**src/rtl/instruction_fetch_unit_if.sv**
```systemverilog
// Instruction memory read port: one-cycle request strobe with address,
// variable-latency single-cycle response strobe with data.
interface instruction_fetch_unit_if #(
  parameter int PC_WIDTH   = 12,
  parameter int INST_WIDTH = 19
);
  logic                  imem_req;
  logic [PC_WIDTH-1:0]   imem_addr;
  logic [INST_WIDTH-1:0] imem_rdata;
  logic                  imem_valid;

  modport master (
    output imem_req,
    output imem_addr,
    input  imem_rdata,
    input  imem_valid
  );

  modport slave (
    input  imem_req,
    input  imem_addr,
    output imem_rdata,
    output imem_valid
  );
endinterface

```
**src/rtl/instruction_fetch_unit.sv**
```systemverilog
// PC and fetch stage: requests one instruction at a time from a variable-latency
// memory, holds it for the decoder, and advances the PC from the decoder selects.
module instruction_fetch_unit #(
  parameter int                  PC_WIDTH     = 12,
  parameter int                  INST_WIDTH   = 19,
  parameter int                  OFFSET_WIDTH = 8,
  parameter logic [PC_WIDTH-1:0] RESET_PC     = {PC_WIDTH{1'b0}}
) (
  input  logic                    clk,
  input  logic                    rst,
  input  logic                    sel_PCSrc_plus1,
  input  logic                    sel_PCSrc_offset,
  input  logic                    sel_PCSrc_const,
  input  logic                    branch_taken,
  input  logic [OFFSET_WIDTH-1:0] jump_offset,
  input  logic [PC_WIDTH-1:0]     jump_const,
  input  logic                    stall,
  instruction_fetch_unit_if.master imem,
  output logic [PC_WIDTH-1:0]     pc,
  output logic [INST_WIDTH-1:0]   instruction,
  output logic [5:0]              opcode,
  output logic                    instruction_valid
);

  typedef enum logic [1:0] {
    S_IDLE  = 2'd0,
    S_REQ   = 2'd1,
    S_WAIT  = 2'd2,
    S_ISSUE = 2'd3
  } state_t;

  localparam logic [PC_WIDTH-1:0] PC_ONE = {{(PC_WIDTH-1){1'b0}}, 1'b1};

  state_t                  state_r;
  logic [PC_WIDTH-1:0]     pc_r;
  logic [INST_WIDTH-1:0]   instruction_r;
  logic                    instruction_valid_r;
  logic                    imem_req_r;
  logic [PC_WIDTH-1:0]     next_pc_s;

  // Offset is relative to the current instruction's PC; all sums wrap modulo 2^PC_WIDTH.
  function automatic logic [PC_WIDTH-1:0] calc_next_pc(
    input logic [PC_WIDTH-1:0]     cur_pc,
    input logic                    sel_plus1,
    input logic                    sel_offset,
    input logic                    sel_const,
    input logic                    taken,
    input logic [OFFSET_WIDTH-1:0] offset,
    input logic [PC_WIDTH-1:0]     target
  );
    logic [PC_WIDTH-1:0] offset_ext;
    offset_ext = {{(PC_WIDTH-OFFSET_WIDTH){offset[OFFSET_WIDTH-1]}}, offset};
    if (sel_const) begin
      return target;
    end else if (sel_offset && taken) begin
      return cur_pc + offset_ext;
    end else if (sel_plus1) begin
      return cur_pc + PC_ONE;
    end else begin
      return cur_pc + PC_ONE;
    end
  endfunction

  // Next-PC selection from decoder selects and branch condition
  always_comb begin
    next_pc_s = calc_next_pc(pc_r, sel_PCSrc_plus1, sel_PCSrc_offset, sel_PCSrc_const,
                             branch_taken, jump_offset, jump_const);
  end

  // Fetch FSM; imem_req is set on entry to REQ so it is high for exactly that cycle
  always_ff @(posedge clk) begin
    if (rst) begin
      state_r             <= S_IDLE;
      pc_r                <= RESET_PC;
      instruction_r       <= {INST_WIDTH{1'b0}};
      instruction_valid_r <= 1'b0;
      imem_req_r          <= 1'b0;
    end else begin
      case (state_r)
        S_IDLE: begin
          imem_req_r <= 1'b1;
          state_r    <= S_REQ;
        end
        S_REQ: begin
          imem_req_r <= 1'b0;
          state_r    <= S_WAIT;
        end
        S_WAIT: begin
          imem_req_r <= 1'b0;
          if (imem.imem_valid) begin
            instruction_r       <= imem.imem_rdata;
            instruction_valid_r <= 1'b1;
            state_r             <= S_ISSUE;
          end else begin
            state_r <= S_WAIT;
          end
        end
        S_ISSUE: begin
          if (stall) begin
            imem_req_r <= 1'b0;
            state_r    <= S_ISSUE;
          end else begin
            pc_r                <= next_pc_s;
            instruction_valid_r <= 1'b0;
            imem_req_r          <= 1'b1;
            state_r             <= S_REQ;
          end
        end
        default: begin
          state_r             <= S_IDLE;
          instruction_valid_r <= 1'b0;
          imem_req_r          <= 1'b0;
        end
      endcase
    end
  end

  assign imem.imem_req     = imem_req_r;
  assign imem.imem_addr    = pc_r;
  assign pc                = pc_r;
  assign instruction       = instruction_r;
  assign opcode            = instruction_r[INST_WIDTH-1 -: 6];
  assign instruction_valid = instruction_valid_r;

endmodule

```
**src/flat_wrapper.sv**
```systemverilog
// flat-port wrapper written by rule: the top's interface ports become plain ports
module instruction_fetch_unit_flat 
#(
  parameter int                  PC_WIDTH     = 12,
  parameter int                  INST_WIDTH   = 19,
  parameter int                  OFFSET_WIDTH = 8,
  parameter logic [PC_WIDTH-1:0] RESET_PC     = {PC_WIDTH{1'b0}}
)
  (clk, rst, sel_PCSrc_plus1, sel_PCSrc_offset, sel_PCSrc_const, branch_taken, jump_offset, jump_const, stall, pc, instruction, opcode, instruction_valid, imem_imem_req, imem_imem_addr, imem_imem_rdata, imem_imem_valid);
  instruction_fetch_unit_if #(.PC_WIDTH(PC_WIDTH), .INST_WIDTH(INST_WIDTH)) imem_i ();
  input  logic clk;
  input  logic rst;
  input  logic sel_PCSrc_plus1;
  input  logic sel_PCSrc_offset;
  input  logic sel_PCSrc_const;
  input  logic branch_taken;
  input  logic [OFFSET_WIDTH-1:0] jump_offset;
  input  logic [PC_WIDTH-1:0] jump_const;
  input  logic stall;
  output logic [PC_WIDTH-1:0] pc;
  output logic [INST_WIDTH-1:0] instruction;
  output logic [5:0] opcode;
  output logic instruction_valid;
  output wire logic [$bits(imem_i.imem_req)-1:0] imem_imem_req;
  output wire logic [$bits(imem_i.imem_addr)-1:0] imem_imem_addr;
  input wire logic [$bits(imem_i.imem_rdata)-1:0] imem_imem_rdata;
  input wire logic [$bits(imem_i.imem_valid)-1:0] imem_imem_valid;
  assign imem_imem_req = imem_i.imem_req;
  assign imem_imem_addr = imem_i.imem_addr;
  assign imem_i.imem_rdata = imem_imem_rdata;
  assign imem_i.imem_valid = imem_imem_valid;
  instruction_fetch_unit #(.PC_WIDTH(PC_WIDTH), .INST_WIDTH(INST_WIDTH), .OFFSET_WIDTH(OFFSET_WIDTH), .RESET_PC(RESET_PC)) u_core (.clk(clk), .rst(rst), .sel_PCSrc_plus1(sel_PCSrc_plus1), .sel_PCSrc_offset(sel_PCSrc_offset), .sel_PCSrc_const(sel_PCSrc_const), .branch_taken(branch_taken), .jump_offset(jump_offset), .jump_const(jump_const), .stall(stall), .imem(imem_i), .pc(pc), .instruction(instruction), .opcode(opcode), .instruction_valid(instruction_valid));
endmodule
```
**config.mk**
```make
export PLATFORM = sky130hd
export DESIGN_NAME = instruction_fetch_unit_flat
export DESIGN_NICKNAME = d
export VERILOG_FILES = /design/src/rtl/instruction_fetch_unit_if.sv /design/src/rtl/instruction_fetch_unit.sv /design/src/flat_wrapper.sv
export SDC_FILE = /design/constraint.sdc
export NUM_CORES = 1
export LEC_CHECK = 0
export ABC_AREA = 1
export CAP_MARGIN = 10
export CORE_MARGIN = 1.5
export CORE_UTILIZATION = 38
export CTS_BUF_LIST = sky130_fd_sc_hd__clkbuf_16
export DETAILED_ROUTE_END_ITERATION = 10
export PLACE_DENSITY = 0.78
export SYNTH_ARGS = -nofsm -noshare
export SYNTH_HDL_FRONTEND = slang
export SYNTH_SLANG_ARGS = --single-unit
```
**constraint.sdc**
```tcl
create_clock -name clk -period 1.98 [get_ports clk]
set_input_delay 0.396 -clock clk [delete_from_list [all_inputs] [get_ports clk]]
set_output_delay 0.396 -clock clk [all_outputs]
set_load 0.1 [all_outputs]
```
==> results of run 1 <==
[power groups by stage]
stage / sequential [mW] / clock [mW] / combinational (mW)
floorplan: 1.10 / 0 / 0.327
global placement: 0.803 / 0 / 0.865
detailed placement: 0.805 / 0 / 0.871
CTS: 0.791 / 0.726 / 0.877
global route: 0.798 / 0.761 / 0.945
finish: 0.792 / 0.714 / 0.899
[worst reg2reg max path, stage by stage (launching register included)]
cell     delay (ns)
dfxtp_4        0.37
ha_4           0.14
inv_1          0.04
fa_1           0.37
inv_2          0.07
nand2_1        0.06
nand3_2        0.10
buf_4          0.12
xor2_1         0.15
nand2_1        0.08
a21oi_1        0.13
[state kept, by name, indices dropped and copies added, names as in the netlist]
| register | flops |
|---|---|
| u_core.imem.imem_addr | 12 |
| u_core.instruction | 19 |
| u_core.imem.imem_req | 1 |
| u_core.instruction_valid | 1 |
| u_core.state_r | 2 |
[worst max-delay path by stage]
stage | to | slack (ns) | depth (start not counted)
after CTS | u_core.imem.imem_addr[11]$_SDFFE_PP0P_ | 0.005 | 17
final | u_core.imem.imem_addr[11]$_SDFFE_PP0P_ | 0.05 | 14
after floorplan | u_core.imem.imem_addr[9]$_SDFFE_PP0P_ | 0.01 | 9
after global placement | u_core.imem.imem_addr[10]$_SDFFE_PP0P_ | -0.57 | 15
after detailed placement | u_core.imem.imem_addr[10]$_SDFFE_PP0P_ | -0.62 | 15
after global routing | u_core.imem.imem_addr[11]$_SDFFE_PP0P_ | -0.07 | 14
[final cells by class]
type / instances / area (um2)
Clock buffer: 5 / 125
Clock inverter: 2 / 8.76
Fill cell: 473 / 1940
Inverter: 33 / 124
Multi-Input combinational cell: 219 / 1240
Sequential cell: 35 / 712
Tap cell: 72 / 90.1
Timing Repair Buffer: 127 / 1200
[through the flow]
step / setup slack (ns) / instance area [um2]
2_1_floorplan: 0.0131 / 2140
3_3_place_gp: -0.574 / 3200
3_5_place_dp: -0.625 / 3200
4_1_cts: 0.00535 / 3360
5_1_grt: -0.0657 / 3500
6_report: 0.0521 / 3500
[what timing repair did]
action / CTS / global route
pin swaps: 3 / 25
setup endpoints to repair: 11 / 8
setup buffers: 1 / 3
gates resized for setup: 13 / 32
[cell usage after synthesis]
| master | count | area share |
|---|---|---|
| clkbuf_8 | 1 | 0.0065 |
| buf_6 | 2 | 0.011 |
| a21oi_2 | 2 | 0.0082 |
| nand3_2 | 1 | 0.0047 |
| inv_2 | 1 | 0.0018 |
| xnor2_1 | 1 | 0.0041 |
| nor2_2 | 4 | 0.012 |
| clkinv_1 | 2 | 0.0035 |
| nor2_4 | 1 | 0.0053 |
| buf_4 | 18 | 0.064 |
| o21ai_0 | 29 | 0.068 |
| nand2_1 | 54 | 0.095 |
| a31oi_1 | 3 | 0.0088 |
| a21o_1 | 1 | 0.0035 |
| fa_1 | 1 | 0.0094 |
| or2_2 | 2 | 0.0059 |
| nand2_2 | 7 | 0.021 |
| a41o_1 | 1 | 0.0047 |
| a21oi_1 | 23 | 0.054 |
| nand4_1 | 3 | 0.0088 |
| inv_1 | 30 | 0.053 |
| nand3_4 | 1 | 0.0082 |
| xor2_1 | 5 | 0.021 |
| ha_1 | 7 | 0.041 |
| o21ai_1 | 1 | 0.0024 |
| nand3_1 | 14 | 0.033 |
| clkbuf_1 | 6 | 0.011 |
| dfxtp_1 | 35 | 0.33 |
| nor2_1 | 58 | 0.10 |
[routing by layer]
metal	wire length (um)	global-route usage	share of wire
met1	2690	0.249	0.42
met2	3200	0.356	0.50
met3	313	0.0388	0.049
met4	221	0.0855	0.034
met5	0	0	0
[kinds of logic (layout without fill, tap and decap cells)]
kind of cell,count (synthesis),after routing,synth area share
compound gates,60,60,0.150
xor+xnor,6,6,0.0247
fa+ha+maj,8,8,0.0506
buf+inv,60,167,0.149
flops,35,35,0.329
simple gates,145,145,0.296
==> reports/qor.yml, run 1 <==
outcome:
  status: "finished, final reports clean"
worst_setup_path:
  arrival_ns: 2.09
  cp-start-kind: "input pin"
  crit_chain: "clkdlybuf4s50_1 > inv_1 > nor2_1 > ha_1 > nand2_2 > inv_1 > a21oi_2 > nand2_2 > nand3_2 > nand2_1 > nand2_1 > nand3_2 > nand2_2 > a21oi_2"
  crit_type: "in2reg"
  critical_path.startpoint: "jump_offset[5]"
  critPathBufInv: 3
  path_common_cell: "nand2_2"
  max_stage_delay_ns: 0.45
  regToRegSetupSlack_ns: 0.27
  cp.required_ns: 2.14
  timing.rr.end: "u_core.imem.imem_addr[6]$_SDFFE_PP0P_"
  worstPathMaxFanout: 4
  slowest_stage: "clkdlybuf4s50_1"
  worstSetupEndpointType: "flop"
  crit_family: "simple AND/OR/NAND/NOR gates"
  r2r_cells: 10
  worstReg2RegStart: "u_core.imem.imem_addr[0]$_SDFFE_PP0P_"
hold_path:
  whs_path_depth: 2
  min_path_type: "reg2reg"
  min_to: "u_core.instruction_valid$_SDFFE_PP0P_"
  min-delay-start: "u_core.instruction_valid$_SDFFE_PP0P_"
drt:
  routed_wl_um: 6430
  drtIter0Drc: 122
  wl_per_cell_um: 13.0
  route.detailed.drc: 0
  firstDrtPassIters: 4
  ant_nets: 0
  num_vias: 2372
  viasPerCell: 4.81
cts:
  clkTransAtPathRegs_ns: 0.05
  cts_root_buffer: "clkbuf_16"
  clock_path_buffers: 2
  cts_tree: "yes"
  cts_buffers: 5
  hold_buffers: 0
  clkLatencyLatePin_ns: 0.27
  cts.sinks: 35
  htree_levels: 2
final_layout:
  fin_nets: 476
  area_growth_syn_to_layout_pct: 64.6
  layout_commonest_cell: "buf_4"
  final_cells: 493
  drive_gt1_frac: 0.344
  final_cell_mix: "buf_4 (70), nor2_1 (56), nand2_1 (43)"
  fin_util: 0.644
  insertedDiodeCount: 0
synthesis:
  ys_ff_latch: 35
  syn_area_per_cell_um2: 6.77
  synth_cells: 314
  yosys_warnings: 0
  ys_seq_area_frac: 0.329
  syn_nets: 369
  syn_area_um2: 2130
  synth_cell_types: 29
sta:
  fin_setup_tns_ns: 0
  setup_viol: 0
  slew_violations: 0
  tightest_slew_ns: 0.661
  finalCritPeriodShare: 0.974
  relSlewSlack: 0.559
  hold_viol_final: 0
  period_needed_ns: 1.93
  rsz0062_at_grt: "true"
  fin_hold_ws_ns: 0.477
  fmax_mhz: 519
  finClkSkew_ns: 0.00608
placement:
  port_buffers: 96
  hpwl_um: 4570
  gp_congestion: 0.874
  dp.cells: 482
power_and_ir_drop:
  vdd_ir_drop_max_v: 0.000427
  p_sw_uw: 931
  power.share.sequential: 0.329
  power_density_nw_per_um2: 687
  intPower_mw: 1.47
  p_total_mw: 2.41
  comb_power_share: 0.374
  p_leak_nw: 1.66
  p_clk_frac: 0.297
  p_sw_frac: 0.387
global_routing:
  grt_pass1_vias: 2187
  overflow: 0
  grt_usage: 0.206
  grt_pass1_wl_um: 10000
  grt_max_degree: 27
  antenna_found_initial: 0
floorplanning:
  die_h_um: 77.8
  pin_count: 98
  die_area_um2: 6060
  start_util: 0.391
  rows: 27
  core_um2: 5440
  dieWidth_um: 77.8
job:
  maxCapViolations: 0
Note: power is estimated with default switching activity, not from simulation.
==> inputs of run 2 (changes only) <==
==> constraint.sdc (replaced) <==
create_clock -name clk -period 1.98 [get_ports clk]
set_input_delay 0.396 -clock clk [delete_from_list [all_inputs] [get_ports clk]]
set_output_delay 0.396 -clock clk [all_outputs]
set_load 0.005 [all_outputs]
==> reports/qor.yml, run 2 (synthesis results as in run 1) <==
placement:
  port_buffers: 96
  hpwl_um: 4550
  gp_congestion: 0.879
  place_area_um2: 3210
  dp_slack_ns: -0.457
final_layout:
  largest_reg_flops: 19
  layout_commonest_cell: "clkdlybuf4s50_1"
  drive_gt1_frac: 0.184
  insertedDiodeCount: 0
  final_cell_mix: "clkdlybuf4s50_1 (90), nor2_1 (55), nand2_1 (50)"
  final_area_um2: 3500
  area_growth_syn_to_layout_pct: 64.5
  fillers: 478
  fin_nets: 477
drt:
  firstDrtPassIters: 9
  routed_wl_um: 6110
  num_vias: 2328
  ant_nets: 0
  viasPerCell: 4.70
  drtIter0Drc: 107
  wl_per_cell_um: 12.3
  route.detailed.drc: 0
outcome:
  status: "finished, final reports clean"
cts:
  clkLatencyLatePin_ns: 0.28
  cts_tree: "yes"
  cts.sinks: 35
  clkTransAtPathRegs_ns: 0.05
  clock_path_buffers: 2
  cts_buffers: 5
  htree_levels: 2
  cts_root_buffer: "clkbuf_16"
  hold_buffers: 0
sta:
  finClkSkew_ns: 0.00257
  period_needed_ns: 1.88
  layout_setup_ws_ns: 0.0962
  finalCritPeriodShare: 0.951
  setup_viol: 0
  relSlewSlack: 0.559
  slew_violations: 0
  hold_viol_final: 0
  tightest_slew_ns: 0.661
  fmax_mhz: 531
floorplanning:
  dieWidth_um: 77.8
  die_area_um2: 6060
  start_util: 0.391
  die_h_um: 77.8
  core_um2: 5440
  rows: 27
  pin_count: 98
worst_setup_path:
  r2r_cells: 11
  regToRegSetupSlack_ns: 0.25
  cp-start-kind: "input pin"
  endpoint: "u_core.imem.imem_addr[9]$_SDFFE_PP0P_"
  cp.required_ns: 2.15
  worstReg2RegStart: "u_core.imem.imem_addr[0]$_SDFFE_PP0P_"
  critPathBufInv: 4
  crit_family: "buffers and inverters"
  worstPathMaxFanout: 3
  slowest_stage: "clkdlybuf4s50_1"
  worstSetupEndpointType: "flop"
  crit_type: "in2reg"
  critical_path.startpoint: "jump_offset[6]"
  timing.rr.end: "u_core.imem.imem_addr[8]$_SDFFE_PP0P_"
  cp.depth: 14
  max_stage_delay_ns: 0.45
  crit_chain: "clkdlybuf4s50_1 > inv_1 > nor2_1 > ha_1 > a21o_1 > buf_4 > nand3_2 > nand2_2 > inv_2 > nand2_2 > nand2_1 > nand3_1 > nand2_1 > a21oi_2"
  arrival_ns: 2.05
global_routing:
  grt_usage: 0.203
  grt_pass1_wl_um: 9870
  antenna_found_initial: 0
  grt_pass1_vias: 2174
  grt_max_degree: 27
  overflow: 0
power_and_ir_drop:
  power_density_nw_per_um2: 609
  power.share.sequential: 0.369
  p_clk_frac: 0.408
  comb_power_share: 0.222
  intPower_mw: 1.62
  p_sw_frac: 0.240
  p_leak_nw: 1.56
  p_sw_uw: 512
  vdd_ir_drop_max_v: 0.000450
hold_path:
  min_path_type: "reg2reg"
job:
  maxCapViolations: 0
run 2: what timing repair did:
item                       CTS  global route
setup endpoints to repair   11             9
setup buffers                0             2
pin swaps                    2            24
resized for setup            6            28
run 2: worst reg2reg max path: cells and delay by family, from the launching register on:
| family | cells | cell delay, ns |
|---|---|---|
| buf+inv | 2 | 0.10 |
| flops | 1 | 0.45 |
| fa+ha+maj | 2 | 0.52 |
| simple gates | 5 | 0.35 |
| compound gates | 2 | 0.21 |
run 2: area by class of cell:
cell class | instances | area (um2) | area share
multi-input cells | 219 | 1200 | 0.344
clock buffers | 5 | 125 | 0.0358
clock inverters | 3 | 38.8 | 0.0111
inverters | 33 | 124 | 0.0354
repair buffers | 128 | 1220 | 0.348
flip-flops and latches | 35 | 701 | 0.200
well taps | 72 | 90.1 | 0.0257
run 2: metrics by stage:
stage               setup TNS (ns)  instances  utilization  hold WS, ns  power, mW
floorplan                        0        314            -        0.454      0.999
global placement             -4.15        485        0.590        0.456       1.25
detailed placement           -4.52        485        0.590        0.460       1.26
CTS                        -0.0217        493        0.624        0.470       2.13
global route                -0.110        495        0.643        0.501       2.23
finish                           0        495        0.643        0.466       2.13
run 2: power groups by stage:
| stage | Combinational [mW] | Sequential (mW) | Clock (mW) |
|---|---|---|---|
| global placement | 0.449 | 0.799 | 0 |
| CTS | 0.461 | 0.786 | 0.887 |
| detailed placement | 0.456 | 0.801 | 0 |
| global route | 0.523 | 0.792 | 0.919 |
| finish | 0.474 | 0.787 | 0.870 |
| floorplan | 0.198 | 0.801 | 0 |
run 2: per-layer routing:
layer / up-vias / wire, um / track usage
li1: 1202 / - / -
met1: 1042 / 2550 / 0.249
met2: 72 / 3060 / 0.348
met3: 12 / 368 / 0.0388
met4: 0 / 131 / 0.0782
met5: - / 0 / 0
run 2: worst min path at each step:
| stage | from | endpoint | slack [ns] | depth (start not counted) |
|---|---|---|---|---|
| after floorplan | u_core.instruction_valid$_SDFFE_PP0P_ | u_core.instruction_valid$_SDFFE_PP0P_ | 0.45 | 2 |
| after global placement | u_core.instruction_valid$_SDFFE_PP0P_ | u_core.instruction_valid$_SDFFE_PP0P_ | 0.46 | 2 |
| after detailed placement | u_core.instruction_valid$_SDFFE_PP0P_ | u_core.instruction_valid$_SDFFE_PP0P_ | 0.46 | 2 |
| after CTS | u_core.instruction_valid$_SDFFE_PP0P_ | u_core.instruction_valid$_SDFFE_PP0P_ | 0.47 | 2 |
| after global routing | u_core.instruction_valid$_SDFFE_PP0P_ | u_core.instruction_valid$_SDFFE_PP0P_ | 0.50 | 2 |
| final | u_core.instruction_valid$_SDFFE_PP0P_ | u_core.instruction_valid$_SDFFE_PP0P_ | 0.47 | 2 |
==> inputs of run 3 (changes only) <==
PLACE_DENSITY = 0.8   (was 0.78)
==> reports/qor.yml, run 3 (synthesis results as in run 1) <==
floorplanning:
  die_h_um: 77.8
  start_util: 0.391
  rows: 27
  pin_count: 98
  core_um2: 5440
  dieWidth_um: 77.8
  die_area_um2: 6060
worst_setup_path:
  max_stage_delay_ns: 0.46
  crit_chain: "clkdlybuf4s50_1 > inv_1 > nor2_1 > ha_1 > a21o_1 > a21oi_2 > nand2_2 > nand3_2 > nand2_1 > nand2_1 > nand3_1 > nand2_1 > a21oi_1"
  cp-start-kind: "input pin"
  path_common_cell: "nand2_1"
  crit_type: "in2reg"
  worstSetupEndpointType: "flop"
  arrival_ns: 2.05
  cp.required_ns: 2.14
  worstPathMaxFanout: 3
  slowest_stage: "clkdlybuf4s50_1"
placement:
  port_buffers: 96
  dp_slack_ns: -0.543
  gp_congestion: 0.887
  place_area_um2: 3160
  dp.cells: 479
  hpwl_um: 4270
global_routing:
  overflow: 0
  grt_pass1_vias: 2083
  antenna_found_initial: 0
  grt_usage: 0.192
  grt_max_degree: 25
  grt_pass1_wl_um: 9390
cts:
  clkTransAtPathRegs_ns: 0.05
  cts_tree: "yes"
  clkLatencyLatePin_ns: 0.27
  cts_root_buffer: "clkbuf_16"
  cts_buffers: 5
  clock_path_buffers: 2
  cts.sinks: 35
  htree_levels: 2
power_and_ir_drop:
  intPower_mw: 1.49
  power.share.sequential: 0.398
  p_leak_nw: 1.51
  power_density_nw_per_um2: 571
  p_sw_frac: 0.250
  p_total_mw: 1.98
  comb_power_share: 0.240
  p_clk_frac: 0.363
  p_sw_uw: 496
  vdd_ir_drop_max_v: 0.000367
sta:
  slew_violations: 0
  finClkSkew_ns: 0.00368
  setup_viol: 0
  fmax_mhz: 531
  fin_hold_ws_ns: 0.470
  tightest_slew_ns: 0.501
  layout_setup_ws_ns: 0.0954
  hold_viol_final: 0
  period_needed_ns: 1.88
  relSlewSlack: 0.664
  finalCritPeriodShare: 0.952
job:
  maxCapViolations: 0
drt:
  route.detailed.drc: 0
  num_vias: 2313
  routed_wl_um: 6010
  firstDrtPassIters: 5
  drtIter0Drc: 98
  wl_per_cell_um: 12.2
  ant_nets: 0
  viasPerCell: 4.70
hold_path:
  min_path_type: "reg2reg"
final_layout:
  fillers: 492
  final_area_um2: 3470
  final_cell_mix: "clkdlybuf4s50_1 (91), nor2_1 (56), nand2_1 (48)"
  area_growth_syn_to_layout_pct: 63.3
  fin_nets: 475
  largest_reg_flops: 19
  layout_commonest_cell: "clkdlybuf4s50_1"
  insertedDiodeCount: 0
  drive_gt1_frac: 0.202
  final_cells: 492
outcome:
  status: "finished, final reports clean"
-- run 3: changes by cell type in the layout (fill, tap and decap cells not counted), sizes merged --
cell           before  now
dlygate4sd2         0    1
clkdlybuf4s15       2    0
clkdlybuf4s50      90   91
clkbuf              5    7
dlymetal6s2s        4    2
buf                32   30
bufinv              1    0
-- run 3: worst max-delay path: cells and delay by family --
| family | cells | cell delay (ns) |
|---|---|---|
| simple gates | 7 | 0.50 |
| buf+inv | 2 | 0.50 |
| compound gates | 3 | 0.40 |
| fa+ha+maj | 1 | 0.26 |
-- run 3: power by group through the flow --
stage               Clock, mW  Sequential (mW)  Combinational [mW]
CTS                     0.734            0.788               0.451
detailed placement          0            0.802               0.448
global route            0.779            0.796               0.523
global placement            0            0.799               0.442
floorplan                   0            0.801               0.198
finish                  0.719            0.788               0.475
-- run 3: layer usage --
layer	GRT usage	wire length (um)	vias up	part of all wire
met5	0	0	-	0
met4	0.0582	61	0	0.010
met3	0.0459	384	4	0.064
met2	0.328	2940	79	0.49
met1	0.238	2630	1034	0.44
li1	-	-	1196	-
-- run 3: what timing repair did --
item,CTS,global route
endpoints found under the setup margin,9,8
resized for setup,11,33
hold buffers,0,0
pin swaps,4,21
setup buffers,1,5
-- run 3: worst paths after layout --
path | slack, ns | to | startpoint | cells after the start
hold / removal | 0.47 | u_core.instruction_valid$_SDFFE_PP0P_ | u_core.instruction_valid$_SDFFE_PP0P_ | 2
setup reg to reg | 0.23 | u_core.imem.imem_addr[8]$_SDFFE_PP0P_ | u_core.imem.imem_addr[0]$_SDFFE_PP0P_ | 11
hold reg to reg | 0.47 | u_core.instruction_valid$_SDFFE_PP0P_ | u_core.instruction_valid$_SDFFE_PP0P_ | 2
setup / recovery | 0.1 | u_core.imem.imem_addr[11]$_SDFFE_PP0P_ | jump_offset[6] | 13
-- run 3: layout make-up --
cell class / count / area (um2) / share of cell area
multi-input combinational: 219 / 1230 / 0.355
sequential: 35 / 701 / 0.202
timing repair buffer: 126 / 1190 / 0.343
tap: 72 / 90.1 / 0.0259
clock inverter: 2 / 8.76 / 0.00252
inverter: 33 / 124 / 0.0357
clock buffer: 5 / 125 / 0.0360
-- run 3: through the flow --
step                utilization  setup TNS (ns)
floorplan                     -               0
global placement          0.582           -3.64
detailed placement        0.582           -4.32
CTS                       0.612               0
global route              0.639         -0.0568
finish                    0.639               0
==> variant 1, RTL diff (config.mk and constraints of run 1) <==
Encoding of `state_t`: now one-hot (4 bits for 4 states).
--- a/src/rtl/instruction_fetch_unit.sv
+++ b/src/rtl/instruction_fetch_unit.sv
@@ -22,11 +22,11 @@
   output logic                    instruction_valid
 );
 
-  typedef enum logic [1:0] {
-    S_IDLE  = 2'd0,
-    S_REQ   = 2'd1,
-    S_WAIT  = 2'd2,
-    S_ISSUE = 2'd3
+  typedef enum logic [3:0] {
+    S_IDLE  = 4'b0001,
+    S_REQ   = 4'b0010,
+    S_WAIT  = 4'b0100,
+    S_ISSUE = 4'b1000
   } state_t;
 
   localparam logic [PC_WIDTH-1:0] PC_ONE = {{(PC_WIDTH-1){1'b0}}, 1'b1};
Check against the original RTL: no difference found for any inputs over 10 cycles, from zero or initial values and one cycle with rst high; not proved beyond that.
==> variant 1 against run 1 <==
Wire length increased by 4.5%. Area after synthesis grew 7.6%. Setup slack gained 0.038 ns. Hold slack worse by 0.014 ns. Sequential cell count up 2. Via count grew 4.9%. Maximum frequency is 2.0% higher. Register-to-register slack improved by 0.02 ns. Global-route usage fell by 1.0 points. Die area is 7.4% higher. Cell area is 1.9% higher.
Power is not compared: it rests on default switching activity, and its combinational part moved more than twofold at a synthesized area within 25%.
==> variant 1: results <==
[status]
status = finished, final reports clean

[sta]
worst_pin_slew_ns = 0.6938
fin_worst_skew_ns = 0.002648

[drt]
wl_met2_um = 3376
wire_per_inst_um = 13.19
detail_route.vias_per_cell = 4.890
drt_iter0_drc = 131
wl_um = 6713
wl_met3_um = 340

[synthesis]
synth-xor-area-share = 0.02295
synth_top_area_share = 0.3235
synth_mux_area_frac = 0
synthDistinctLibCells = 30
synth_area_leaders = dfxtp_1 32%, nand2_1 12%, a21oi_1 9.2%, nand3_1 7.4%, buf_4 6.6%
ys_seq_area_frac = 0.3235

[layout]
multiInputGateArea_um2 = 1294
nets = 488
fillers = 515
inverters = 36
seq_share = 0.2118
clk_share = 0.03997
synthToLayoutAreaGrowth_pct = 55.85
nMultiInputCombCells = 228
nonClkBufAreaFrac = 0.3215

[placed_design]
place_area_um2 = 3269
dp_hpwl_um = 4954

[global_routing]
grt_pass1_wl_um = 10050
grt_start_max_net_pins = 23
grt.total_usage = 0.1963
gr-usage-met2 = 0.3361
use_met1 = 0.2461
use_met3 = 0.03750
grt_pass1_vias = 2238

[cts]
cts_sinks = 37

[floorplan]
dieWidth_um = 80.63

[critical_path]
cp_max_fo = 3
worst_path_largest_cell_delay_ns = 0.49
[variant 1: cell count changes in the layout (fill, tap and decap cells not counted), sizes merged, moves of 2 or more]
cell	before	now
o21ai	30	12
buf	83	81
a21oi	25	45
o21a	0	2
nand2	61	80
inv	31	36
nand3	16	38
dfxtp	35	37
nor2	63	25
[variant 1: final timing paths]
path                                              start                                     to  slack (ns)  cells past startpoint
hold / removal       u_core.instruction[2]$_SDFFE_PP0P_     u_core.instruction[2]$_SDFFE_PP0P_        0.46                      2
setup reg to reg  u_core.imem.imem_addr[0]$_SDFFE_PP0P_  u_core.imem.imem_addr[6]$_SDFFE_PP0P_        0.29                     10
hold reg to reg      u_core.instruction[2]$_SDFFE_PP0P_     u_core.instruction[2]$_SDFFE_PP0P_        0.46                      2
setup / recovery                         jump_offset[1]  u_core.imem.imem_addr[9]$_SDFFE_PP0P_        0.09                     14
==> variant 2, RTL diff (flow settings as in run 1) <==
Without the edit above. `INST_WIDTH` is set to 19 in 3 places; all go to 23.
--- a/src/rtl/instruction_fetch_unit_if.sv
+++ b/src/rtl/instruction_fetch_unit_if.sv
@@ -2,7 +2,7 @@
 // variable-latency single-cycle response strobe with data.
 interface instruction_fetch_unit_if #(
   parameter int PC_WIDTH   = 12,
-  parameter int INST_WIDTH = 19
+  parameter int INST_WIDTH = 23
 );
   logic                  imem_req;
   logic [PC_WIDTH-1:0]   imem_addr;
--- a/src/rtl/instruction_fetch_unit.sv
+++ b/src/rtl/instruction_fetch_unit.sv
@@ -2,7 +2,7 @@
 // memory, holds it for the decoder, and advances the PC from the decoder selects.
 module instruction_fetch_unit #(
   parameter int                  PC_WIDTH     = 12,
-  parameter int                  INST_WIDTH   = 19,
+  parameter int                  INST_WIDTH   = 23,
   parameter int                  OFFSET_WIDTH = 8,
   parameter logic [PC_WIDTH-1:0] RESET_PC     = {PC_WIDTH{1'b0}}
 ) (
--- a/src/flat_wrapper.sv
+++ b/src/flat_wrapper.sv
@@ -2,7 +2,7 @@
 module instruction_fetch_unit_flat 
 #(
   parameter int                  PC_WIDTH     = 12,
-  parameter int                  INST_WIDTH   = 19,
+  parameter int                  INST_WIDTH   = 23,
   parameter int                  OFFSET_WIDTH = 8,
   parameter logic [PC_WIDTH-1:0] RESET_PC     = {PC_WIDTH{1'b0}}
 )
Interface: changed (resized imem_imem_rdata and instruction); port bits go from 98 to 106. No check against the original RTL was run, so the function may have changed too.
==> variant 2 against run 1 <==
Area after synthesis up 7.9%. Wire length up 0.96%. Critical path depth down 2. Setup slack better by 0.062 ns. Cell count up 3.7%. Cell area up 4.3%. Register-to-register slack better by 0.06 ns. Maximum frequency up 3.3%. Hold slack worse by 0.0026 ns. Total power up 12%. Die area up 7.6%. Sequential cell count up 4. Largest power group unchanged.
==> variant 2: results <==
[drt]
detail_route.vias_per_cell = 4.779
drt_iter0_drc = 80
vias = 2442
wl_met3_um = 541
wl_met1_um = 2835
wl_um = 6487
wl_met2_um = 3059

[placed_design]
place_congestion = 0.8431
dp_slack_ns = -0.4803
port-buffer-count = 104
dp_hpwl_um = 4687
dp_cells = 500
place_area_um2 = 3309

[sta]
fin_hold_ws_ns = 0.4748
fin_worst_skew_ns = 0.004509
max_freq_mhz = 536.0
worst_pin_slew_ns = 0.7697

[synthesis]
ys_seq_area_frac = 0.3401
synth_area_leaders = dfxtp_1 34%, nor2_1 11%, nand2_1 8.5%, o21ai_0 7.2%, buf_4 6.2%
synthDistinctLibCells = 32
syn_inst = 329
syn_nets = 388
synthTopCellsByCount = 65 x nor2_1, 52 x nand2_1, 39 x dfxtp_1

[layout]
largest_reg_flops = 23
drive_gt1_frac = 0.3555
nets = 494

[cts]
cts_buffers = 5
clock_latency_ns = 0.28
cts_sinks = 39

[power_and_ir_drop]
power.leakage_uw = 0.001695
vdd_drop_max_v = 0.0006179

[critical_path]
r2r_slack_ns = 0.33
rr_startpoint = u_core.imem.imem_addr[0]$_SDFFE_PP0P_
worstReg2RegEnd = u_core.imem.imem_addr[6]$_SDFFE_PP0P_
endpoint = u_core.imem.imem_addr[7]$_SDFFE_PP0P_
arrival_ns = 2.07

[global_routing]
grt_pass1_wl_um = 9956
use_met1 = 0.2313
use_met3 = 0.04045
grt_pass1_vias = 2212
gr-usage-met2 = 0.3546
grt.total_usage = 0.1940
grt_start_max_net_pins = 31

[hold_path]
worstHoldStart = u_core.instruction_valid$_SDFFE_PP0P_

[status]
status = finished, final reports clean
variant 2: cell types whose count changed in the layout (fill, tap and decap cells not counted), moves of 3 or more:
cell | run 1 | this run
buf_12 | 10 | 3
buf_4 | 70 | 75
clkdlybuf4s50_1 | 40 | 44
ha_1 | 4 | 1
ha_4 | 3 | 6
nor2_1 | 56 | 59
nor2_4 | 1 | 4
o21ai_0 | 28 | 33
variant 2: worst max-delay path: stages:
cell and delay [ns]:
clkdlybuf4s50_1 0.45, inv_1 0.04, nor2_2 0.15, ha_4 0.24, nand2_2 0.07, inv_1 0.06
a21oi_2 0.13, nand2_2 0.08, xor2_1 0.14, nand2_1 0.07, o211ai_1 0.09, a21oi_1 0.14
variant 2: cells by family (layout without fill, tap and decap cells):
group / count (synthesis) / after routing / synth area share
flip-flops: 39 / 39 / 0.3401
adder cells (fa/ha/maj): 8 / 8 / 0.04687
AO/OA/AOI/OAI: 63 / 63 / 0.1477
XOR/XNOR: 6 / 6 / 0.02289
AND/OR/NAND/NOR: 150 / 150 / 0.3014
buffers and inverters: 63 / 170 / 0.1411
variant 2: where the power goes:
part	switching, µW	leakage (µW)	internal (µW)
Combinational	685	0.00129	290
Sequential	40.7	0.000322	841
Clock	305	0.0000794	536
Total	1030	0.00170	1670
variant 2: layout make-up:
| cell class | instances | area [µm²] |
|---|---|---|
| timing repair buffer | 129 | 1135 |
| sequential | 39 | 794.5 |
| clock buffer | 6 | 150.1 |
| tap | 75 | 93.84 |
| fill | 531 | 2236 |
| multi-input combinational | 227 | 1344 |
| clock inverter | 2 | 8.758 |
| inverter | 33 | 123.9 |
variant 2: repair_timing:
action,4_1_cts,5_1_grt
setup buffers,0,3
gates resized for setup,10,35
gates cloned,0,0
pin swaps,5,33
hold buffers,0,0
endpoints found under the setup margin,11,6
